## src/rtl/button_conditioner_pkg.sv

```systemverilog
// Shared types and constants for the button conditioner.
//   hold_state_t : per-channel hold FSM state encoding
//   DEF_*        : default cycle counts and widths
//   fits_width() : true when a cycle count is representable in a counter width
package button_pkg;

  typedef enum logic [1:0] {
    IDLE    = 2'd0,
    PRESSED = 2'd1,
    HELD    = 2'd2
  } hold_state_t;

  localparam int unsigned DEF_N_BTN           = 4;
  localparam int unsigned DEF_CNT_W           = 24;
  localparam int unsigned DEF_DEBOUNCE_CYCLES = 255;
  localparam int unsigned DEF_LONG_CYCLES     = 5_000_000;
  localparam int unsigned DEF_REPEAT_CYCLES   = 1_000_000;

  function automatic bit fits_width(input int unsigned value, input int unsigned width);
    if (width >= 32) return 1'b1;
    return (value >> width) == 0;
  endfunction

endpackage

```

## src/rtl/button_conditioner_if.sv

```systemverilog
// Button bundle between the board-side driver and the conditioner.
//   i_async_btn  : raw asynchronous button levels (driven by master)
//   o_level      : debounced level
//   o_press      : one-cycle pulse on accepted press
//   o_release    : one-cycle pulse on accepted release
//   o_long_press : one-cycle pulse once per press after the long-hold time
//   o_repeat     : one-cycle pulse train while held past long-press
interface button_conditioner_if
  import button_pkg::*;
#(
  parameter int unsigned N_BTN = DEF_N_BTN
) ();

  logic [N_BTN-1:0] i_async_btn;
  logic [N_BTN-1:0] o_level;
  logic [N_BTN-1:0] o_press;
  logic [N_BTN-1:0] o_release;
  logic [N_BTN-1:0] o_long_press;
  logic [N_BTN-1:0] o_repeat;

  modport master (
    output i_async_btn,
    input  o_level, o_press, o_release, o_long_press, o_repeat
  );

  modport slave (
    input  i_async_btn,
    output o_level, o_press, o_release, o_long_press, o_repeat
  );

endinterface

```

## src/rtl/button_conditioner_channel.sv

```systemverilog
// One button channel: 2-flop synchroniser, debounce counter, hold FSM.
//   clk, rst_n   : clock, synchronous active-low reset
//   i_async_btn  : raw button input
//   o_level      : debounced level
//   o_press/o_release/o_long_press/o_repeat : registered one-cycle pulses
module button_channel
  import button_pkg::*;
#(
  parameter int unsigned CNT_W           = DEF_CNT_W,
  parameter int unsigned DEBOUNCE_CYCLES = DEF_DEBOUNCE_CYCLES,
  parameter int unsigned LONG_CYCLES     = DEF_LONG_CYCLES,
  parameter int unsigned REPEAT_CYCLES   = DEF_REPEAT_CYCLES
) (
  input  logic clk,
  input  logic rst_n,
  input  logic i_async_btn,
  output logic o_level,
  output logic o_press,
  output logic o_release,
  output logic o_long_press,
  output logic o_repeat
);

  localparam logic [CNT_W-1:0] DEB_TC  = CNT_W'(DEBOUNCE_CYCLES - 1);
  localparam logic [CNT_W-1:0] LONG_TC = CNT_W'(LONG_CYCLES - 1);
  localparam bit               REP_EN  = (REPEAT_CYCLES != 0);
  localparam logic [CNT_W-1:0] REP_TC  = REP_EN ? CNT_W'(REPEAT_CYCLES - 1) : '0;

  logic             r_sync1;
  logic             r_sync2;
  logic [CNT_W-1:0] r_dcnt;
  logic [CNT_W-1:0] r_hcnt;
  logic [CNT_W-1:0] w_hcnt_nxt;
  hold_state_t      r_state;
  hold_state_t      w_state_nxt;
  logic             w_mismatch;
  logic             w_accept;
  logic             w_long_nxt;
  logic             w_repeat_nxt;

  assign w_mismatch = (r_sync2 != o_level);
  assign w_accept   = w_mismatch && (r_dcnt == DEB_TC);

  // Synchroniser, debounce window and press/release pulses
  always_ff @(posedge clk) begin
    if (!rst_n) begin
      r_sync1   <= 1'b0;
      r_sync2   <= 1'b0;
      r_dcnt    <= '0;
      o_level   <= 1'b0;
      o_press   <= 1'b0;
      o_release <= 1'b0;
    end else begin
      r_sync1   <= i_async_btn;
      r_sync2   <= r_sync1;
      o_press   <= w_accept & ~o_level;
      o_release <= w_accept & o_level;
      if (w_accept) begin
        o_level <= ~o_level;
        r_dcnt  <= '0;
      end else if (w_mismatch) begin
        r_dcnt <= r_dcnt + CNT_W'(1);
      end else begin
        r_dcnt <= '0;
      end
    end
  end

  // Hold FSM state register
  always_ff @(posedge clk) begin
    if (!rst_n) begin
      r_state <= IDLE;
      r_hcnt  <= '0;
    end else begin
      r_state <= w_state_nxt;
      r_hcnt  <= w_hcnt_nxt;
    end
  end

  // Hold FSM next state; an accepted edge outside IDLE is always a release
  always_comb begin
    w_state_nxt = r_state;
    w_hcnt_nxt  = r_hcnt;
    case (r_state)
      IDLE: begin
        if (w_accept) begin
          w_state_nxt = PRESSED;
          w_hcnt_nxt  = '0;
        end
      end
      PRESSED: begin
        if (w_accept) begin
          w_state_nxt = IDLE;
          w_hcnt_nxt  = '0;
        end else if (r_hcnt == LONG_TC) begin
          w_state_nxt = HELD;
          w_hcnt_nxt  = '0;
        end else begin
          w_hcnt_nxt = r_hcnt + CNT_W'(1);
        end
      end
      HELD: begin
        if (w_accept) begin
          w_state_nxt = IDLE;
          w_hcnt_nxt  = '0;
        end else if (!REP_EN || (r_hcnt == REP_TC)) begin
          w_hcnt_nxt = '0;
        end else begin
          w_hcnt_nxt = r_hcnt + CNT_W'(1);
        end
      end
      default: begin
        w_state_nxt = IDLE;
        w_hcnt_nxt  = '0;
      end
    endcase
  end

  // Hold FSM outputs; release suppresses a coincident long/repeat
  always_comb begin
    w_long_nxt   = 1'b0;
    w_repeat_nxt = 1'b0;
    case (r_state)
      PRESSED: w_long_nxt   = !w_accept && (r_hcnt == LONG_TC);
      HELD:    w_repeat_nxt = REP_EN && !w_accept && (r_hcnt == REP_TC);
      default: ;
    endcase
  end

  always_ff @(posedge clk) begin
    if (!rst_n) begin
      o_long_press <= 1'b0;
      o_repeat     <= 1'b0;
    end else begin
      o_long_press <= w_long_nxt;
      o_repeat     <= w_repeat_nxt;
    end
  end

endmodule

```

## src/rtl/button_conditioner.sv

```systemverilog
// Multi-channel button front end: N_BTN independent button_channel instances.
//   clk, rst_n : clock, synchronous active-low reset
//   bus        : button_conditioner_if slave (raw inputs in, level and pulses out)
module button_conditioner
  import button_pkg::*;
#(
  parameter int unsigned N_BTN           = DEF_N_BTN,
  parameter int unsigned CNT_W           = DEF_CNT_W,
  parameter int unsigned DEBOUNCE_CYCLES = DEF_DEBOUNCE_CYCLES,
  parameter int unsigned LONG_CYCLES     = DEF_LONG_CYCLES,
  parameter int unsigned REPEAT_CYCLES   = DEF_REPEAT_CYCLES
) (
  input logic                 clk,
  input logic                 rst_n,
  button_conditioner_if.slave bus
);

  if (DEBOUNCE_CYCLES < 1 || LONG_CYCLES < 1) begin : g_bad_min
    $error("button_conditioner: DEBOUNCE_CYCLES and LONG_CYCLES must be >= 1");
  end

  if (!fits_width(DEBOUNCE_CYCLES, CNT_W) || !fits_width(LONG_CYCLES, CNT_W) ||
      !fits_width(REPEAT_CYCLES, CNT_W)) begin : g_bad_width
    $error("button_conditioner: a cycle count does not fit in CNT_W");
  end

  logic [N_BTN-1:0] w_level;
  logic [N_BTN-1:0] w_press;
  logic [N_BTN-1:0] w_release;
  logic [N_BTN-1:0] w_long_press;
  logic [N_BTN-1:0] w_repeat;

  for (genvar g = 0; g < N_BTN; g++) begin : g_ch
    button_channel #(
      .CNT_W          (CNT_W),
      .DEBOUNCE_CYCLES(DEBOUNCE_CYCLES),
      .LONG_CYCLES    (LONG_CYCLES),
      .REPEAT_CYCLES  (REPEAT_CYCLES)
    ) u_ch (
      .clk         (clk),
      .rst_n       (rst_n),
      .i_async_btn (bus.i_async_btn[g]),
      .o_level     (w_level[g]),
      .o_press     (w_press[g]),
      .o_release   (w_release[g]),
      .o_long_press(w_long_press[g]),
      .o_repeat    (w_repeat[g])
    );
  end

  assign bus.o_level      = w_level;
  assign bus.o_press      = w_press;
  assign bus.o_release    = w_release;
  assign bus.o_long_press = w_long_press;
  assign bus.o_repeat     = w_repeat;

endmodule

```

## src/flat_wrapper.sv

```systemverilog
// flat-port wrapper written by rule: the top's interface ports become plain ports
module button_conditioner_flat import button_pkg::*;
#(
  parameter int unsigned N_BTN           = DEF_N_BTN,
  parameter int unsigned CNT_W           = DEF_CNT_W,
  parameter int unsigned DEBOUNCE_CYCLES = DEF_DEBOUNCE_CYCLES,
  parameter int unsigned LONG_CYCLES     = DEF_LONG_CYCLES,
  parameter int unsigned REPEAT_CYCLES   = DEF_REPEAT_CYCLES
)
  (clk, rst_n, bus_i_async_btn, bus_o_level, bus_o_press, bus_o_release, bus_o_long_press, bus_o_repeat);
  button_conditioner_if #(.N_BTN(N_BTN)) bus_i ();
  input logic clk;
  input logic rst_n;
  input wire logic [$bits(bus_i.i_async_btn)-1:0] bus_i_async_btn;
  output wire logic [$bits(bus_i.o_level)-1:0] bus_o_level;
  output wire logic [$bits(bus_i.o_press)-1:0] bus_o_press;
  output wire logic [$bits(bus_i.o_release)-1:0] bus_o_release;
  output wire logic [$bits(bus_i.o_long_press)-1:0] bus_o_long_press;
  output wire logic [$bits(bus_i.o_repeat)-1:0] bus_o_repeat;
  assign bus_i.i_async_btn = bus_i_async_btn;
  assign bus_o_level = bus_i.o_level;
  assign bus_o_press = bus_i.o_press;
  assign bus_o_release = bus_i.o_release;
  assign bus_o_long_press = bus_i.o_long_press;
  assign bus_o_repeat = bus_i.o_repeat;
  button_conditioner #(.N_BTN(N_BTN), .CNT_W(CNT_W), .DEBOUNCE_CYCLES(DEBOUNCE_CYCLES), .LONG_CYCLES(LONG_CYCLES), .REPEAT_CYCLES(REPEAT_CYCLES)) u_core (.clk(clk), .rst_n(rst_n), .bus(bus_i));
endmodule
```

## config.mk

```make
export PLATFORM = sky130hd
export DESIGN_NAME = button_conditioner_flat
export DESIGN_NICKNAME = d
export VERILOG_FILES = /design/src/rtl/button_conditioner_pkg.sv /design/src/rtl/button_conditioner_if.sv /design/src/rtl/button_conditioner_channel.sv /design/src/rtl/button_conditioner.sv /design/src/flat_wrapper.sv
export SDC_FILE = /design/constraint.sdc
export NUM_CORES = 1
export LEC_CHECK = 0
export CAP_MARGIN = 40
export CELL_PAD_IN_SITES_DETAIL_PLACEMENT = 2
export CELL_PAD_IN_SITES_GLOBAL_PLACEMENT = 2
export CORE_ASPECT_RATIO = 0.9
export CORE_MARGIN = 8
export CORE_UTILIZATION = 40
export CTS_BUF_LIST = sky130_fd_sc_hd__clkbuf_8
export DETAILED_ROUTE_END_ITERATION = 10
export MAX_ROUTING_LAYER = met4
export PLACE_DENSITY_LB_ADDON = 0.08
export SKIP_CTS_REPAIR_TIMING = 1
export SLEW_MARGIN = 25
export SYNTH_ARGS = -nofsm -noshare
export SYNTH_HDL_FRONTEND = slang
export SYNTH_SLANG_ARGS = --single-unit
```

## constraint.sdc

```tcl
create_clock -name clk -period 3.5 [get_ports clk]
set_input_delay 1.05 -clock clk [delete_from_list [all_inputs] [get_ports clk]]
set_output_delay 1.05 -clock clk [all_outputs]
set_load 0.05 [all_outputs]
```

Word-level counts from Yosys, hierarchy flattened
Cells that the tools add are included.

operators by class
  bitwise gates (word level) = 17
  equal/unequal tests = 36
  mux-type cells = 44
  $add $sub $neg = 8
  reduce and logical (&&, ||, !) cells = 36

operators with widths
  operator               count
  $mux 24                20
  $pmux 24 s3            4
  $add 24x1->24 const B  8
  $eq 24x20->1 const B   4
  $eq 24x23->1 const B   4
  $eq 24x8->1 const B    4
  $mux 2                 16
  $pmux 2 s3             4
  $ne 2x2->1 const B     8
  $reduce_and 2->1       8
  $logic_and 1x1->1      12
  $ne 3x3->1 const B     4
  $reduce_and 3->1       4
  $reduce_or 3->1        4
  $not 1->1              9
  $and 1x1->1            8
  $eq 2x1->1 const B     4
  $eq 2x2->1 const B     4
  $logic_not 2->1        4
  $logic_not 1->1        4
  $ne 1x1->1             4

storage, ports and cells
  register bits after elaboration = 228
  output and inout bits = 20
  input port bits = 6

Depth between registers and ports, before layout
Gate-level depths: netlist (run 1).

  word-level depth = 4
  depth in mapped cells = 10
  depth with buffers taken out = 8

Hierarchy
Synthesis (run 1) repeated with hierarchy kept, for this count alone.

second synthesis, totals
  cells, all modules = 1,232
  area total of the unflattened synthesis = 10,946.7 µm²

by module, submodules not included
  module                                    sequential area each (µm²)  times used  cells each  area each (µm²)
  button_channel (u_core.g_ch[0].u_ch ...)  1,141.1                     3           309         2,765.2
  button_channel (u_core.g_ch[3].u_ch)      1,141.1                     1           305         2,651.3

Least setup slack after synthesis (run 1)
No wires, ideal clock.

  path type = register -> register
  from = reg u_core.g_ch[2].u_ch.r_hcnt[0]
  to = reg u_core.g_ch[2].u_ch.r_hcnt[10]
  cell stages (with the launch flop) = 10
  path slack = 918 ps
  arrival time = 2,454 ps
  data required time = 3,372 ps
  cells stage by stage = dfxtp_1 -> ha_1 -> and3_1 -> clkbuf_1 -> nand4_1 -> o311ai_1 -> nand2_1 -> o21ai_1 -> clkbuf_1 -> nor2_1

on the way
  word-level cells in the longest chain between the ends = 4

RTL lines
  element                                      RTL line                                                             source
  start: declaration                           button_conditioner_channel.sv:32                                     logic [CNT_W-1:0] r_hcnt;
  start signal: assignment                     button_conditioner_channel.sv:76                                     r_hcnt <= w_hcnt_nxt;
  $add 24x1->24, or another cell as far along  button_conditioner_channel.sv:99, button_conditioner_channel.sv:109
  $mux 24, on equally long branches            button_conditioner_channel.sv:106, button_conditioner_channel.sv:95
  $mux 24, on equally long branches            button_conditioner_channel.sv:103, button_conditioner_channel.sv:92
  $pmux 24 s3 (*)                              button_conditioner_channel.sv:84                                     case (r_state)

Every way passes the cells marked *; elsewhere a longest branch is shown, timed or not.
A chain may end at the register's enable or synchronous reset.

Worst setup path after layout (run 1)
  from = reg u_core.g_ch[0].u_ch.r_hcnt[7]
  to = reg u_core.g_ch[0].u_ch.r_hcnt[3]

on the way
  word-level cells in the longest chain between the ends = 4

RTL lines
  element                                              RTL line
  start: declaration                                   button_conditioner_channel.sv:32
  start signal: assignment                             button_conditioner_channel.sv:76
  $eq 24x20->1 / $eq 24x23->1 (equally long branches)  button_conditioner_channel.sv:106, button_conditioner_channel.sv:95
  $mux 24, on equally long branches                    button_conditioner_channel.sv:106, button_conditioner_channel.sv:95
  $mux 24, on equally long branches                    button_conditioner_channel.sv:103, button_conditioner_channel.sv:92
  $pmux 24 s3 (*)                                      button_conditioner_channel.sv:84

Marks and branches as above.

==> out/qor.yml, run 1 <==
drt:
  drtPass1Iterations: 4
  met3_length_um: 782
  met2_length_um: 13680
  vias_per_cell: 5.427
  vias: 9248
  routed.top_layer: "met4"
  wl_met1_um: 14500
  drt_iter0_drc: 341
  drtAntennaViolNets: 0
  wire_per_inst_um: 17.31
  routed_wl_um: 29490
  drc_errors: 0
worst_hold_path:
  worstHoldPathType: "register to register"
  min_from: "u_core.g_ch[2].u_ch.r_sync1"
  hold_depth: 1
critical_path:
  cp_data_required_time_ns: 3.93
  path_max_fanout: 26
  rr_startpoint: "u_core.g_ch[0].u_ch.r_hcnt[7]"
  startpoint: "u_core.g_ch[0].u_ch.r_hcnt[7]"
  crit_type: "register to register"
  reg2reg_depth: 6
  arrival_ns: 3.40
  slowest_delay_ns: 0.55
  cp-end-kind: "register"
  cp_slowest_cell: "or4_4"
  cp_cell_sequence: "or4b_1 > or4_4 > o41ai_4 > a211o_2 > nor3_1 > o31a_1"
  start_kind: "register"
floorplan:
  die_w_um: 189.5
  pin_count: 26
  start_util_pct: 40.40
  fp.dieH_um: 172.1
  core-area_sq_um: 26820
  dieArea_sq_um: 32620
  num_rows: 57
synth:
  synth-main-ff-cell: "dfxtp_1"
  synthArstFlopShare_pct: 0
  syn_nets: 1317
  synth_edf_count: 0
  synth_area_sq_um: 10830
  synthTopCellsByArea: "dfxtp_1, xor2_1, nor2_1"
  ys_seq_area_share_pct: 42.13
  ys_seq_elements: 228
  syn_area_per_cell_sq_um: 8.418
  synth_cell_types: 62
  synth_top_area_share_pct: 42.13
  ys_warn_count: 0
  yosysTopAreaCell: "dfxtp_1"
  synthCells: 1287
pwr:
  leakage_nw: 4.196
  clkPwrFrac_pct: 48.6
  comb_power_share_pct: 1.4
  intPower_mw: 4.030
  p_per_area_nw_per_um2: 425.6
  switching_power_mw: 1.180
  peakVddDrop_mv: 0.2527
  seqPwrFrac_pct: 50.0
  swShare_pct: 22.64
global_route:
  grt_antenna_before_repair: 0
  grt.total_usage_pct: 18.66
  grt_max_degree: 29
  grt_pass1_vias: 9859
  grt_pass1_wl_um: 49740
  grt_overflow_total: 0
sta:
  setup_viol: 0
  fin_crit_sh_pct: 84.89
  fmax_mhz: 336.6
  slew_headroom_pct: 44.79
  worst_pin_slew_ns: 0.8252
  rsz0062_at_grt: "false"
  fin_hold_ws_ns: 0.4288
  clock_skew_ns: 0.01585
  fin_crit_ns: 2.971
  final_hold_viol_count: 0
  timing.setup.tns_ns: 0
  final-max-slew-violation-count: 0
placed_design:
  dp_hpwl_um: 20260
  dp_cells: 1626
  place.port_buffers: 25
  globalplace.congestion: 0.7920
clocking:
  cts-root-buf: "clkbuf_8"
  cts_sinks: 228
  tritoncts: "built"
  htree_levels: 2
  numCtsBuffers: 43
  clock_latency_ns: 0.55
  clk_pin_slew_ns: 0.06
  clockBufferDepth: 3
cells_and_area:
  nets: 1348
  fin_cells: 1704
  diodes: 0
  area_delta_synth_final_pct: 12.97
  nFillCells: 3025
  drive_above_1_share_pct: 7.259
flow_run:
  cap_violations: 0
status:
  status: "finished, final reports clean"
[layout make-up]
class | count | area (sq um) | share of cell area, %
inverters | 37 | 138.9 | 1.135
flip-flops and latches | 228 | 4564 | 37.29
clock inverters | 22 | 93.84 | 0.7667
multi-input cells | 959 | 5797 | 47.36
clock buffers | 55 | 757.0 | 6.185
repair buffers | 49 | 445.4 | 3.639
well taps | 354 | 442.9 | 3.619
[sequential cells by signal, summed over array words and instances, names as in the netlist]
register	count
u_core.g_ch.u_ch.o_level	4
u_core.g_ch.u_ch.o_long_press	4
u_core.g_ch.u_ch.o_press	4
u_core.g_ch.u_ch.o_release	4
u_core.g_ch.u_ch.o_repeat	4
u_core.g_ch.u_ch.r_dcnt	96
u_core.g_ch.u_ch.r_hcnt	96
u_core.g_ch.u_ch.r_state	8
u_core.g_ch.u_ch.r_sync1	4
u_core.g_ch.u_ch.r_sync2	4
[through the flow]
| step | power [mW] | util (%) | setup slack (ns) | area (sq um) |
|---|---|---|---|---|
| 5_1_grt | 5.443 | 45.64 | 0.3969 | 12240 |
| 4_1_cts | 5.319 | 45.59 | 0.4917 | 12220 |
| 3_5_place_dp | 2.733 | 42.41 | 0.2898 | 11370 |
| 6_report | 5.209 | 45.64 | 0.5289 | 12240 |
| 2_1_floorplan | 2.702 | - | 0.9181 | 10830 |
| 3_3_place_gp | 2.730 | 42.34 | 0.3314 | 11350 |
[power groups by stage]
stage	clock, mW	combinational, mW	sequential [mW]
floorplan	0	0.0420	2.66
global placement	0	0.0688	2.66
detailed placement	0	0.0715	2.66
CTS	2.64	0.0718	2.60
global route	2.76	0.0792	2.60
finish	2.53	0.0716	2.61
[cells in the final DEF (no fill, tap or decap), drive strengths merged, types with 19 or more instances in the layout]
| cell type | Yosys | layout |
|---|---|---|
| a31oi | 19 | 19 |
| and2 | 22 | 22 |
| and3 | 49 | 49 |
| and4 | 19 | 19 |
| buf | 32 | 24 |
| clkbuf | 31 | 55 |
| clkdlybuf4s50 | 0 | 25 |
| dfxtp | 228 | 228 |
| ha | 24 | 24 |
| inv | 37 | 56 |
| nand2 | 111 | 111 |
| nand3 | 99 | 99 |
| nand4 | 61 | 61 |
| nor2 | 203 | 203 |
| nor3 | 31 | 31 |
| nor4 | 21 | 21 |
| o21ai | 21 | 21 |
| or3 | 20 | 20 |
| xnor2 | 36 | 36 |
| xor2 | 108 | 108 |
[final timing paths]
check | end | slack, ns
min | u_core.g_ch[2].u_ch.r_sync2 | 0.43
max reg2reg | u_core.g_ch[0].u_ch.r_hcnt[3] | 0.53
max | u_core.g_ch[0].u_ch.r_hcnt[3] | 0.53
min reg2reg | u_core.g_ch[2].u_ch.r_sync2 | 0.43
[synthesized netlist by cell type (6+ instances only)]
cell,n
and4_1,19
xnor2_1,36
nand2_1,111
nor3_1,30
buf_4,24
dfxtp_1,228
nand2b_1,6
xor2_1,108
nor4b_1,9
o21ai_0,19
a31oi_1,19
or3_1,20
and2_1,21
clkbuf_1,31
nor2_1,203
or4_1,8
o31ai_1,8
nor4_1,21
inv_1,37
a21oi_1,16
and3_1,49
ha_1,24
nand3_1,99
nand4_1,61
[cells by family (layout without fill, tap and decap cells)]
logic type	count (synthesis)	after routing	share of synthesized area, %
adder cells (fa/ha/maj)	24	24	2.772
multiplexers	6	6	0.5659
AND/OR/NAND/NOR	678	678	31.49
buffers and inverters	100	163	4.412
flip-flops	228	228	42.13
AO/OA/AOI/OAI	107	107	6.987
XOR/XNOR	144	144	11.64
[critical path, delay by kind of cell, from the launching register on]
| kind | cells | cell delay (ns) |
|---|---|---|
| compound gates | 3 | 1.28 |
| flops | 1 | 0.38 |
| simple gates | 3 | 1.19 |
[metal layers]
layer	track usage, %	vias up
met1	23.63	4567
met5	-	-
met2	30.59	87
li1	-	4548
met3	3.044	46
met4	5.229	0
Note: power is estimated with default switching activity, not from simulation.
==> run 2, diff against run 1 <==
--- a/config.mk
+++ b/config.mk
@@ -10,7 +10,7 @@
 export CELL_PAD_IN_SITES_GLOBAL_PLACEMENT = 2
 export CORE_ASPECT_RATIO = 0.9
 export CORE_MARGIN = 8
-export CORE_UTILIZATION = 40
+export CORE_UTILIZATION = 36
 export CTS_BUF_LIST = sky130_fd_sc_hd__clkbuf_8
 export DETAILED_ROUTE_END_ITERATION = 10
 export MAX_ROUTING_LAYER = met4
==> constraint.sdc (replaced) <==
create_clock -name clk -period 2.4 [get_ports clk]
set_input_delay 0.72 -clock clk [delete_from_list [all_inputs] [get_ports clk]]
set_output_delay 0.72 -clock clk [all_outputs]
set_load 0.05 [all_outputs]
==> out/qor.yml, run 2 (synthesis gave the netlist of run 1 again) <==
status:
  status: "finished, violations left"  # was finished, final reports clean
  failed_checks: "setup timing"
placed_design:
  globalplace.congestion: 0.7554  # was 0.7920
  dp_hpwl_um: 21930  # was 20260 um
  pre_cts_ws_ns: -0.1024  # was 0.2898 ns
  place.port_buffers: 25  # unchanged
sta:
  final-max-slew-violation-count: 0  # unchanged
  rsz0062_at_grt: "true"  # was false
  setup_viol: 7  # was 0
  timing.setup.tns_ns: -0.2552  # was 0 ns
  clock_skew_ns: 0.01684  # was 0.01585 ns
  slew_headroom_pct: 63.10  # was 44.79%
  fin_crit_ns: 2.481  # was 2.971 ns
  fmax_mhz: 403.1  # was 336.6 MHz
  final_hold_viol_count: 0  # unchanged
  fin_crit_sh_pct: 103.4  # was 84.89%
  worst_pin_slew_ns: 0.5484  # was 0.8252 ns
  setup_ws_ns: -0.08073  # was 0.5289 ns
cells_and_area:
  area_delta_synth_final_pct: 24.00  # was 12.97%
  drive_above_1_share_pct: 15.68  # was 7.259%
  nets: 1434  # was 1348
  final_cell_mix: "dfxtp_1, nor2_1, nand2_1"  # unchanged
  final_common_cell: "dfxtp_1"  # unchanged
  post-route-util_pct: 45.19  # was 45.64%
  nFillCells: 3321  # was 3025
  top_regs: "u_core.g_ch.u_ch.r_dcnt x96, u_core.g_ch.u_ch.r_hcnt x96, u_core.g_ch.u_ch.r_state x8"  # unchanged
critical_path:
  critical_path_buf_inv_count: 1  # was 0
  cp_data_required_time_ns: 2.84  # was 3.93 ns
  cp_cell_sequence: "or4b_1 > or4_4 > o41ai_4 > a211o_4 > buf_12 > nor3_1 > o31a_1"  # was or4b_1 > or4_4 > o41ai_4 > a211o_2 > nor3_1 > o31a_1
  reg2reg_depth: 7  # was 6
  start_kind: "register"  # unchanged
  crit_family: "simple AND/OR/NAND/NOR gates"  # was compound AO/OA/AOI/OAI gates
  arrival_ns: 2.92  # was 3.40 ns
  crit_type: "register to register"  # unchanged
  path_max_fanout: 6  # was 26
  slowest_delay_ns: 0.52  # was 0.55 ns
  timing.reg2reg.setup_slack_ns: -0.08  # was 0.53 ns
  cp_slowest_cell: "or4b_1"  # was or4_4
  cp-end-kind: "register"  # unchanged
  reg2reg_to: "u_core.g_ch[0].u_ch.r_hcnt[3]"  # unchanged
  rr_startpoint: "u_core.g_ch[0].u_ch.r_hcnt[7]"  # unchanged
drt:
  met3_length_um: 975  # was 782 um
  drtAntennaViolNets: 0  # unchanged
  routed_wl_um: 32420  # was 29490 um
  drc_errors: 0  # unchanged
  met2_length_um: 15180  # was 13680 um
  wire_per_inst_um: 17.63  # was 17.31 um
  drtPass1Iterations: 4  # unchanged
  drt_iter0_drc: 284  # was 341
  vias_per_cell: 5.279  # was 5.427
  wl_met1_um: 15690  # was 14500 um
  vias: 9708  # was 9248
  routed.top_layer: "met4"  # unchanged
floorplan:
  start_util_pct: 36.44  # was 40.40%
  core-area_sq_um: 29730  # was 26820 sq um
  fp.dieH_um: 180.6  # was 172.1 um
  die_w_um: 198.9  # was 189.5 um
  num_rows: 60  # was 57
  dieArea_sq_um: 35910  # was 32620 sq um
  pin_count: 26  # unchanged
flow_run:
  cap_violations: 0  # unchanged
pwr:
  peakVddDrop_mv: 0.4171  # was 0.2527 mV
  power.total_mw: 7.798  # was 5.209 mW
  leakage_nw: 5.122  # was 4.196 nW
  p_per_area_nw_per_um2: 580.4  # was 425.6 nW/um^2
global_route:
  grt.total_usage_pct: 17.88  # was 18.66%
  grt_max_degree: 25  # was 29
  grt_pass1_vias: 10394  # was 9859
  grt_antenna_before_repair: 1  # was 0
  grt_pass1_wl_um: 52530  # was 49740 um
  grt_overflow_total: 0  # unchanged
clocking:
  clk_pin_slew_ns: 0.06  # about the same
  clock_latency_ns: 0.56  # was 0.55 ns
  tritoncts: "built"  # unchanged
  cts_sinks: 228  # unchanged
  clockBufferDepth: 3  # unchanged
  numCtsBuffers: 41  # was 43
  cts-root-buf: "clkbuf_8"  # unchanged
  htree_levels: 2  # unchanged
worst_hold_path:
  hold_depth: 1  # unchanged
  worstHoldPathType: "register to register"  # unchanged
  min_to: "u_core.g_ch[2].u_ch.r_sync2"  # unchanged
  min_from: "u_core.g_ch[2].u_ch.r_sync1"  # unchanged
-- run 2: changes by cell type in the layout (fill, tap and decap cells not counted), moves of 6 or more --
| cell | delta |
|---|---|
| buf_4 | +76 |
| buf_12 | +6 |
| dlymetal6s2s_1 | +18 |
| inv_1 | -11 |
| clkdlybuf4s50_1 | -20 |
-- run 2: through the flow --
step | instance area [sq um] | std cells | hold slack [ns]
floorplan | 10890 | 1287 | 0.4119
global placement | 12110 | 1751 | 0.4220
detailed placement | 12110 | 1751 | 0.4236
CTS | 13000 | 1825 | 0.4352
global route | 13430 | 1839 | 0.4489
finish | 13430 | 1839 | 0.4335
-- run 2: area by class of cell --
class	instances	area, sq um	share of cell area, %
clock buffer	59	812.0	6.045
tap	403	504.2	3.753
antenna	1	2.502	0.01863
multi-input combinational	959	6027	44.86
clock inverter	15	68.82	0.5122
inverter	37	138.9	1.034
sequential	228	4568	34.00
timing repair buffer	137	1313	9.770
-- run 2: worst max path at each step --
stage	startpoint	endpoint	slack (ns)	depth (start not counted)
after global routing	u_core.g_ch[0].u_ch.r_hcnt[7]	u_core.g_ch[0].u_ch.r_hcnt[3]	-0.15	7
final	u_core.g_ch[0].u_ch.r_hcnt[7]	u_core.g_ch[0].u_ch.r_hcnt[3]	-0.08	7
after global placement	u_core.g_ch[0].u_ch.r_dcnt[18]	u_core.g_ch[0].u_ch.r_hcnt[14]	-0.07	8
after floorplan	u_core.g_ch[2].u_ch.r_hcnt[0]	u_core.g_ch[2].u_ch.r_hcnt[10]	0.001	9
after CTS	u_core.g_ch[0].u_ch.o_level	bus_o_level[0]	-0.23	2
after detailed placement	u_core.g_ch[0].u_ch.r_dcnt[0]	u_core.g_ch[0].u_ch.r_hcnt[9]	-0.10	11
-- run 2: metal layers --
metal | global-route usage, % | up-vias
met3 | 3.510 | 49
met5 | - | -
met4 | 4.770 | 0
met2 | 29.09 | 80
li1 | - | 4726
met1 | 22.35 | 4853
-- run 2: power breakdown --
part           internal, mW  switching (mW)  total, mW
logic                0.0502          0.0792      0.129
clock network          2.17            1.70       3.87
registers              3.79         0.00449       3.80
